`config.mk`:
```
export PLATFORM = sky130hd
export DESIGN_NAME = rand_category_picker
export DESIGN_NICKNAME = d
export VERILOG_FILES = /design/src/rtl/rand_category_picker.sv
export SDC_FILE = /design/constraint.sdc
export NUM_CORES = 1
export LEC_CHECK = 0
export CAP_MARGIN = 20
export CORE_ASPECT_RATIO = 0.8
export CORE_UTILIZATION = 56
export DETAILED_ROUTE_END_ITERATION = 8
export PLACE_DENSITY = 0.89
export SYNTH_ARGS = -nofsm -noshare
export SYNTH_HDL_FRONTEND = slang
export SYNTH_SLANG_ARGS = --single-unit
```
`constraint.sdc`:
```
create_clock -name clk -period 7.4 [get_ports clk]
set_input_delay 1.48 -clock clk [delete_from_list [all_inputs] [get_ports clk]]
set_output_delay 1.48 -clock clk [all_outputs]
set_load 0.02 [all_outputs]
```
`src/rtl/rand_category_picker.sv`:
```
// rtl/rand_category_picker.sv - weighted random category picker over an LFSR, valid/ready request/response
// Optional RAND_PICK_NO_REPEAT_EN: the last issued category is excluded from the next draw when possible.
module rand_category_picker #(
  parameter int                NUM_CAT    = 8,
  parameter int                WEIGHT_W   = 4,
  parameter int                LFSR_W     = 16,
  parameter logic [LFSR_W-1:0] SEED       = 16'hACE1,
  parameter int                MAX_REJECT = 4,
  parameter logic [LFSR_W-1:0] LFSR_TAPS  = 16'hB400
) (
  input  logic                        clk,
  input  logic                        rst,
  input  logic                        req_valid,
  output logic                        req_ready,
  input  logic [NUM_CAT-1:0]          req_mask,
  input  logic [NUM_CAT*WEIGHT_W-1:0] req_weights,
  output logic                        rsp_valid,
  input  logic                        rsp_ready,
  output logic [NUM_CAT-1:0]          rsp_onehot,
  output logic [$clog2(NUM_CAT)-1:0]  rsp_index,
  output logic                        rsp_err,
  input  logic                        seed_load,
  input  logic [LFSR_W-1:0]           seed_val
);

  localparam int IDX_W = $clog2(NUM_CAT);
  localparam int SUM_W = WEIGHT_W + IDX_W;
  localparam int REJ_W = $clog2(MAX_REJECT + 1);

  typedef enum logic [1:0] {
    IDLE,
    DRAW,
    SCAN,
    RESP
  } state_t;

  state_t              state_q, state_d;
  logic [LFSR_W-1:0]   lfsr_q, lfsr_d, lfsr_step;
  logic [WEIGHT_W-1:0] w_q [NUM_CAT];
  logic [WEIGHT_W-1:0] w_d [NUM_CAT];
  logic [WEIGHT_W-1:0] w_in [NUM_CAT];
  logic [SUM_W-1:0]    total_q, total_d, t_in;
  logic [SUM_W-1:0]    r_q, r_d;
  logic [SUM_W-1:0]    acc_q, acc_d, acc_next;
  logic [SUM_W-1:0]    draw_raw, draw, range_mask;
  logic [REJ_W-1:0]    rej_q, rej_d;
  logic [IDX_W-1:0]    scan_q, scan_d;
  logic [IDX_W-1:0]    index_q, index_d;
  logic [NUM_CAT-1:0]  onehot_q, onehot_d;
  logic                err_q, err_d;

`ifdef RAND_PICK_NO_REPEAT_EN
  logic                last_vld_q, last_vld_d;
  logic [IDX_W-1:0]    last_idx_q, last_idx_d;
`endif

  always_comb begin
    lfsr_step = (lfsr_q >> 1) ^ (lfsr_q[0] ? LFSR_TAPS : '0);
    if (seed_load) begin
      lfsr_d = (seed_val == '0) ? SEED : seed_val;
    end else begin
      lfsr_d = lfsr_step;
    end
  end

  // Low bits XOR bit-reversed high bits: consecutive Galois states are near-shifts of
  // each other, so raw low bits would make a rejected draw bias the retry toward high r.
  always_comb begin
    range_mask = total_q;
    for (int s = 1; s < SUM_W; s++) begin
      range_mask = range_mask | (range_mask >> 1);
    end
    for (int k = 0; k < SUM_W; k++) begin
      draw_raw[k] = lfsr_q[k] ^ lfsr_q[LFSR_W-1-k];
    end
    draw = draw_raw & range_mask;
  end

  always_comb begin
    t_in = '0;
    for (int i = 0; i < NUM_CAT; i++) begin
      w_in[i] = req_mask[i] ? req_weights[i*WEIGHT_W +: WEIGHT_W] : '0;
      t_in    = t_in + SUM_W'(w_in[i]);
    end
`ifdef RAND_PICK_NO_REPEAT_EN
    if (last_vld_q && (t_in != SUM_W'(w_in[last_idx_q]))) begin
      t_in             = t_in - SUM_W'(w_in[last_idx_q]);
      w_in[last_idx_q] = '0;
    end
`endif
  end

  assign acc_next = acc_q + SUM_W'(w_q[scan_q]);

  always_comb begin
    state_d  = state_q;
    w_d      = w_q;
    total_d  = total_q;
    r_d      = r_q;
    acc_d    = acc_q;
    rej_d    = rej_q;
    scan_d   = scan_q;
    index_d  = index_q;
    onehot_d = onehot_q;
    err_d    = err_q;
`ifdef RAND_PICK_NO_REPEAT_EN
    last_vld_d = last_vld_q;
    last_idx_d = last_idx_q;
`endif
    case (state_q)
      IDLE: begin
        if (req_valid) begin
          w_d     = w_in;
          total_d = t_in;
          rej_d   = '0;
          if (t_in == '0) begin
            state_d  = RESP;
            err_d    = 1'b1;
            onehot_d = '0;
            index_d  = '0;
          end else begin
            state_d = DRAW;
          end
        end
      end
      DRAW: begin
        if (draw < total_q) begin
          r_d     = draw;
          acc_d   = '0;
          scan_d  = '0;
          state_d = SCAN;
        end else if (rej_q == REJ_W'(MAX_REJECT)) begin
          // draw < 2*T here, so folding back lands inside [0, T)
          r_d     = draw - total_q;
          acc_d   = '0;
          scan_d  = '0;
          state_d = SCAN;
        end else begin
          rej_d = rej_q + REJ_W'(1);
        end
      end
      SCAN: begin
        acc_d = acc_next;
        if (r_q < acc_next) begin
          onehot_d = NUM_CAT'(1) << scan_q;
          index_d  = scan_q;
          err_d    = 1'b0;
          state_d  = RESP;
        end else begin
          scan_d = scan_q + IDX_W'(1);
        end
      end
      RESP: begin
        if (rsp_ready) begin
`ifdef RAND_PICK_NO_REPEAT_EN
          if (!err_q) begin
            last_vld_d = 1'b1;
            last_idx_d = index_q;
          end
`endif
          onehot_d = '0;
          index_d  = '0;
          err_d    = 1'b0;
          state_d  = IDLE;
        end
      end
      default: state_d = IDLE;
    endcase
  end

  always_ff @(posedge clk) begin
    if (rst) begin
      state_q  <= IDLE;
      lfsr_q   <= SEED;
      w_q      <= '{default: '0};
      total_q  <= '0;
      r_q      <= '0;
      acc_q    <= '0;
      rej_q    <= '0;
      scan_q   <= '0;
      index_q  <= '0;
      onehot_q <= '0;
      err_q    <= 1'b0;
`ifdef RAND_PICK_NO_REPEAT_EN
      last_vld_q <= 1'b0;
      last_idx_q <= '0;
`endif
    end else begin
      state_q  <= state_d;
      lfsr_q   <= lfsr_d;
      w_q      <= w_d;
      total_q  <= total_d;
      r_q      <= r_d;
      acc_q    <= acc_d;
      rej_q    <= rej_d;
      scan_q   <= scan_d;
      index_q  <= index_d;
      onehot_q <= onehot_d;
      err_q    <= err_d;
`ifdef RAND_PICK_NO_REPEAT_EN
      last_vld_q <= last_vld_d;
      last_idx_q <= last_idx_d;
`endif
    end
  end

  assign req_ready  = (state_q == IDLE);
  assign rsp_valid  = (state_q == RESP);
  assign rsp_onehot = onehot_q;
  assign rsp_index  = index_q;
  assign rsp_err    = err_q;

endmodule
```
Yosys cells after proc, flatten, opt, wreduce, memory -nomap -nowiden:

Index checks and enable logic that the tools add are counted.

* flip-flop bits (word level): 89
* logic and storage cells: 124

* add/sub/neg operators: 11
* $lt $le $gt $ge: 3
* eq/ne operators: 12
* shifts and indexed selects: 1
* mux-type cells: 49
* bitwise logic cells: 16
* reduce and logical (&&, ||, !) cells: 14

Operators by type and width (number)
* two-way mux 16 bit: 3
* bitwise OR 7 x 6 -> 7 bit: 6
* two-way mux 4 bit: 10
* adder 7 x 4 -> 7 bit: 5
* two-way mux 8 bit: 4
* two-way mux 3 bit: 10
* two-way mux 7 bit: 4
* case mux 8 bit (3 select lines): 1
* zero test 16 bit: 1
* bitwise XOR 15 x 16 -> 16 bit: 1
* less-than comparator 7 bit: 2
* case mux 7 bit (2 select lines): 1
* binary-select mux 4 bit (select 3 bit): 1
* two-way mux 2 bit: 6
* case mux 3 bit (2 select lines): 2
* inequality test 2 bit, second input constant: 5
* case mux 3 bit (3 select lines): 1
* case mux 2 bit (4 select lines): 1
* AND reduction 4 bit: 2
* << shifter 1 x 3 -> 8 bit, first input constant: 1
* adder 6 x 4 -> 7 bit: 1
* AND 7 bit: 1
* zero test 7 bit: 1
* subtractor 7 bit: 1
* other kinds (19): 35

Depth between registers and ports, before layout:

Gate-level depths: netlist of the first run.

* depth in word-level cells: 12
* gate-level depth with buffers: 17

Least setup slack after synthesis of the first run:

Ideal clock, no wire load.

* kind: input to register
* from: input req_weights[26]
* to: register index_q[0] (netlist: rsp_index[0])
* library setup time: 0.126 ns
* arrival time: 5.462 ns
* required time: 7.274 ns
* setup slack: 1.812 ns
* cell stages on the path: 15
* buffers on the path: 1
* cell sequence: and2_1 fa_1 fa_1 fa_1 inv_1 fa_1 inv_1 ha_1 fa_1 nor4_1 o2111ai_1 a21oi_1 o2111ai_1 buf_2 mux2i_1

* cells in the longest elaborated chain, start to end: 6

RTL lines
* start, declared: line 16 `input logic [NUM_CAT*WEIGHT_W-1:0] req_weights,`
* two-way mux 4 bit: line 82 `w_in[i] = req_mask[i] ? req_weights[i*WEIGHT_W +: WEIGHT_W] : '0;`
* adder 7 x 4 -> 7 bit (2 in series): line 83 `t_in = t_in + SUM_W'(w_in[i]);`
* named net t_in[3]: line 42 `logic [SUM_W-1:0] total_q, total_d, t_in;`
* zero test 7 bit: line 116 `if (t_in == '0) begin`
* inequality test 2 x 1 -> 1 bit (no line)
* AND reduction 5 bit (no line)
* end signal, assigned: line 197 `index_q <= index_d;`
* end, declared: line 48 `logic [IDX_W-1:0] index_q, index_d;`

The timed path passes the listed nets, and every way through them passes these cells.
A chain may end at the register's enable or synchronous reset.

==> results by group, run 1 <==
Yosys
  • Largest family of logic cells by synthesized area: simple AND/OR/NAND/NOR gates
  • Post-synth net total: 770
  • Ys async rst share: 0%
  • Top_reg_cell synth: dfxtp_1
  • EDFF count, synth: 0
  • Synth Area in XOR/XNOR: 2.71%
  • Mapped Cells: 649
  • Post-synthesis mux area share: 7.89%
  • Mapped Area: 0.00550 mm²
  • Post-synthesis adder-cell area fraction: 17.1%
  • Simple-Gate Fraction of Synth Area: 18.9%
  • Count of cell types in the netlist: 52
  • Syn avg cell area: 8.48 µm²
  • Synth warn: 0
  • Synth Area in Compound Gates: 15.4%
  • FF+latch count, synth: 89
  • Sequential area share after synthesis: 32.4%

Floorplanning
  • Die H: 90.6 µm
  • Ports: 75
  • Core area: 0.00931 mm²
  • Die ar.: 0.0102 mm²
  • Die width: 113 µm
  • Site row count: 31
  • Initial Util: 59.1%

STA
  • Clock period minus worst slack: 6.35 ns
  • Setup_tns: 0 ns
  • Worst setup margin: 1.05 ns
  • Relative slew slack: 42.8%
  • Final slew viol count: 0
  • FMAX: 158 MHz
  • Hold Vio Cnt, Final: 0
  • RSZ-0062 raised after global routing: false
  • Tcrit/Tclk final: 85.8%
  • Layout Skew: 0.00809 ns
  • Final-report setup violation count: 0
  • Actual slew at the worst max-slew pin: 0.853 ns

Setup path
  • WP data arrival: 6.58 ns
  • Worst setup path category: primary input to flop
  • Setup crit end kind: flop
  • Slowest stage cell, crit path: fa_1
  • Cell breakdown of the critical path: clkdlybuf4s50_1 -> and2_1 -> fa_1 -> fa_1 -> fa_1 -> inv_1 -> fa_1 -> inv_1 -> ha_1 -> fa_1 -> xnor2_1 -> o2111ai_1 -> a21oi_1 -> o2111ai_1 -> buf_4 -> mux2_2
  • Largest stage delay on the critical path: 0.56 ns
  • Crit Path Max Fanout: 12
  • Crit path launch type: primary input
  • Cell mode on critical path: fa_1
  • Critical path required time: 7.63 ns

Clock tree
  • Total setup buffers inserted after CTS: 0
  • Hold-fix buffers, CTS: 0
  • CTS root buffer: clkbuf_16
  • Post-CTS Resized: 0
  • Num Clock Sinks: 89
  • Clock latency on the worst-skew pair: 0.34 ns
  • CTS Buf Count: 9
  • CTS HTree Levels: 3
  • CTS tree: yes
  • CTS max path bufs: 2
  • Reg clk slew, reported paths: 0.06 ns

Placement
  • Post-DP HPWL: 10.4 mm
  • IO buf count: 74
  • GP Congestion: 0.925
  • Setup WS pre-CTS: 0.835 ns

Global route
  • First-pass GRT wire length: 24.1 mm
  • Initial antenna violation count: 0
  • Largest net degree at the start of global routing: 72
  • Gr usage total: 30.0%
  • Vias in the first global route: 5077
  • GR Overflow Total: 0

Finish
  • Layout cells sized above 1: 5.18%
  • Ant diodes: 0
  • Area Growth Syn to Fin: 20.9%
  • Footprint of the multi-input gates: 0.00341 mm²
  • Fillers: 635
  • FF+latch area: 0.00178 mm²
  • Fin nets: 830

Pwr
  • Combinational Power Share: 50.1%
  • Psw: 933 µW
  • Sequential share of power: 26.3%
  • P per Cell Area: 342 mW/mm²
  • Net Sw Frac: 41.0%
  • Int Power: 1.34 mW
  • Max VDD drop: 0.000192 V
  • Leakage: 2.68 nW
  • Clock network power share: 23.6%

Routing
  • Drt initial violations: 439
  • Via/cell ratio: 6.06
  • Drt wl/cell: 17.5 µm
  • Drt pass-1 iters: 6
  • Via count: 5027
  • Antenna-violating nets left: 0
  • Final Routed Wirelength: 14.5 mm
  • # DRC: 0

Outcome
  • Outcome: complete, no violations

Job
  • # Max-Cap Violations: 0

Hold path
  • Worst Hold Class: flop to flop
==> cell usage after synthesis, drive strengths merged (8+ instances only) <==
| cell type | count | area share [%] |
|---|---|---|
| buf | 8 | 0.71 |
| o21ai | 24 | 2.2 |
| ha | 35 | 8.0 |
| nand2 | 122 | 8.3 |
| and2 | 24 | 2.7 |
| nor2 | 28 | 1.9 |
| mux4 | 8 | 3.3 |
| a211oi | 8 | 1.1 |
| xnor2 | 11 | 1.8 |
| clkbuf | 22 | 1.5 |
| inv | 49 | 3.3 |
| dfxtp | 89 | 32 |
| o22ai | 8 | 0.91 |
| fa | 25 | 9.1 |
| nand3 | 24 | 2.2 |
| mux2i | 22 | 4.0 |
| a21oi | 62 | 5.7 |
==> routing by layer <==
layer	up-vias	global-route usage [%]	wire (µm)
met5	-	0	0
met4	0	11.1	378
met3	40	7.79	1410
met2	264	50.1	7050
met1	2382	37.3	5700
li1	2341	-	-
==> cells in the final DEF (no fill, tap or decap), types with 6 or more instances in the layout <==
| cell type | netlist | final |
|---|---|---|
| o22ai_1 | 8 | 8 |
| nand2_1 | 122 | 122 |
| a211oi_1 | 8 | 8 |
| nor2_1 | 28 | 28 |
| dfxtp_1 | 89 | 89 |
| clkdlybuf4s50_1 | 0 | 73 |
| inv_1 | 49 | 49 |
| o21ai_0 | 23 | 23 |
| xnor2_1 | 11 | 11 |
| nand3_1 | 24 | 24 |
| a21oi_1 | 61 | 61 |
| ha_1 | 35 | 35 |
| and2_1 | 24 | 24 |
| nor4_1 | 6 | 6 |
| clkbuf_16 | 0 | 9 |
| fa_1 | 25 | 25 |
| a31oi_1 | 7 | 7 |
| xor2_1 | 6 | 6 |
| mux2i_1 | 22 | 22 |
| mux4_2 | 8 | 8 |
| nor2b_1 | 7 | 7 |
==> state kept, by name, summed over array words and instances (netlist names) <==
name	count
r_q	7
state_q	2
rsp_onehot	8
rsp_err	1
rsp_index	3
scan_q	3
total_q	7
rej_q	3
w_q	32
lfsr_q	16
acc_q	7
==> final cells by class <==
cell class | count | share of cell area (%)
multi-input cells | 480 | 51.3
flip-flops and latches | 89 | 26.8
repair buffers | 79 | 11.6
clock buffers | 12 | 3.86
inverters | 50 | 2.82
well taps | 115 | 2.16
clock inverters | 4 | 1.49
==> stage by stage <==
| stage | hold WS, ns | std cells | util [%] | area, µm² | total power, mW |
|---|---|---|---|---|---|
| 6_report | 0.458 | 829 | 71.5 | 6650 | 2.28 |
| 5_1_grt | 0.483 | 829 | 71.5 | 6650 | 2.41 |
| 4_1_cts | 0.455 | 829 | 71.5 | 6650 | 2.25 |
| 3_5_place_dp | 0.446 | 813 | 67.6 | 6300 | 1.67 |
| 3_3_place_gp | 0.439 | 813 | 67.6 | 6300 | 1.61 |
| 2_1_floorplan | 0.429 | 649 | - | 5500 | 1.41 |
==> final timing paths <==
| path | from | endpoint | slack, ns | depth (start not counted) |
|---|---|---|---|---|
| min | w_q[13] | w_q[13] | 0.46 | 2 |
| max | req_mask[6] | rsp_err | 1.05 | 16 |
| min reg2reg | w_q[13] | w_q[13] | 0.46 | 2 |
| max reg2reg | scan_q[0] | rsp_err | 2.50 | 16 |
==> power groups by stage <==
stage / sequential, mW / clock [mW] / combinational (mW)
after floorplan: 0.587 / 0 / 0.818
after global placement: 0.602 / 0 / 1.01
after detailed placement: 0.606 / 0 / 1.07
after CTS: 0.597 / 0.540 / 1.11
after global routing: 0.606 / 0.560 / 1.25
final: 0.599 / 0.537 / 1.14
==> cells by family after synthesis <==
logic type | count (synthesis)
XOR/XNOR | 17
AO/OA/AOI/OAI | 139
buffers and inverters | 80
multiplexers | 33
flip-flops | 89
adder cells (fa/ha/maj) | 60
AND/OR/NAND/NOR | 231
==> critical path: cells and delay by family <==
family	cells	cell delay (ns)
buffers and inverters	4	0.82
adders and majority gates	6	2.81
muxes	1	0.28
and+or+nand+nor	1	0.21
AOI/OAI and AO/OA	3	0.67
xor gates and xnor gates	1	0.30
(Power assumes the default switching activity.)
==> run 2: changes to the inputs <==
Settings changed: CAP_MARGIN 20 to 15, CORE_MARGIN from default to 1.
==> results of run 2 <==
Same layout as run 1: the final DEF is identical, and so are final timing and power.
==> run 3: changes to the inputs <==
Settings changed: CAP_MARGIN 15 to 25.
==> results of run 3 <==
Same layout as run 1: the final DEF is identical, and so are final timing and power.
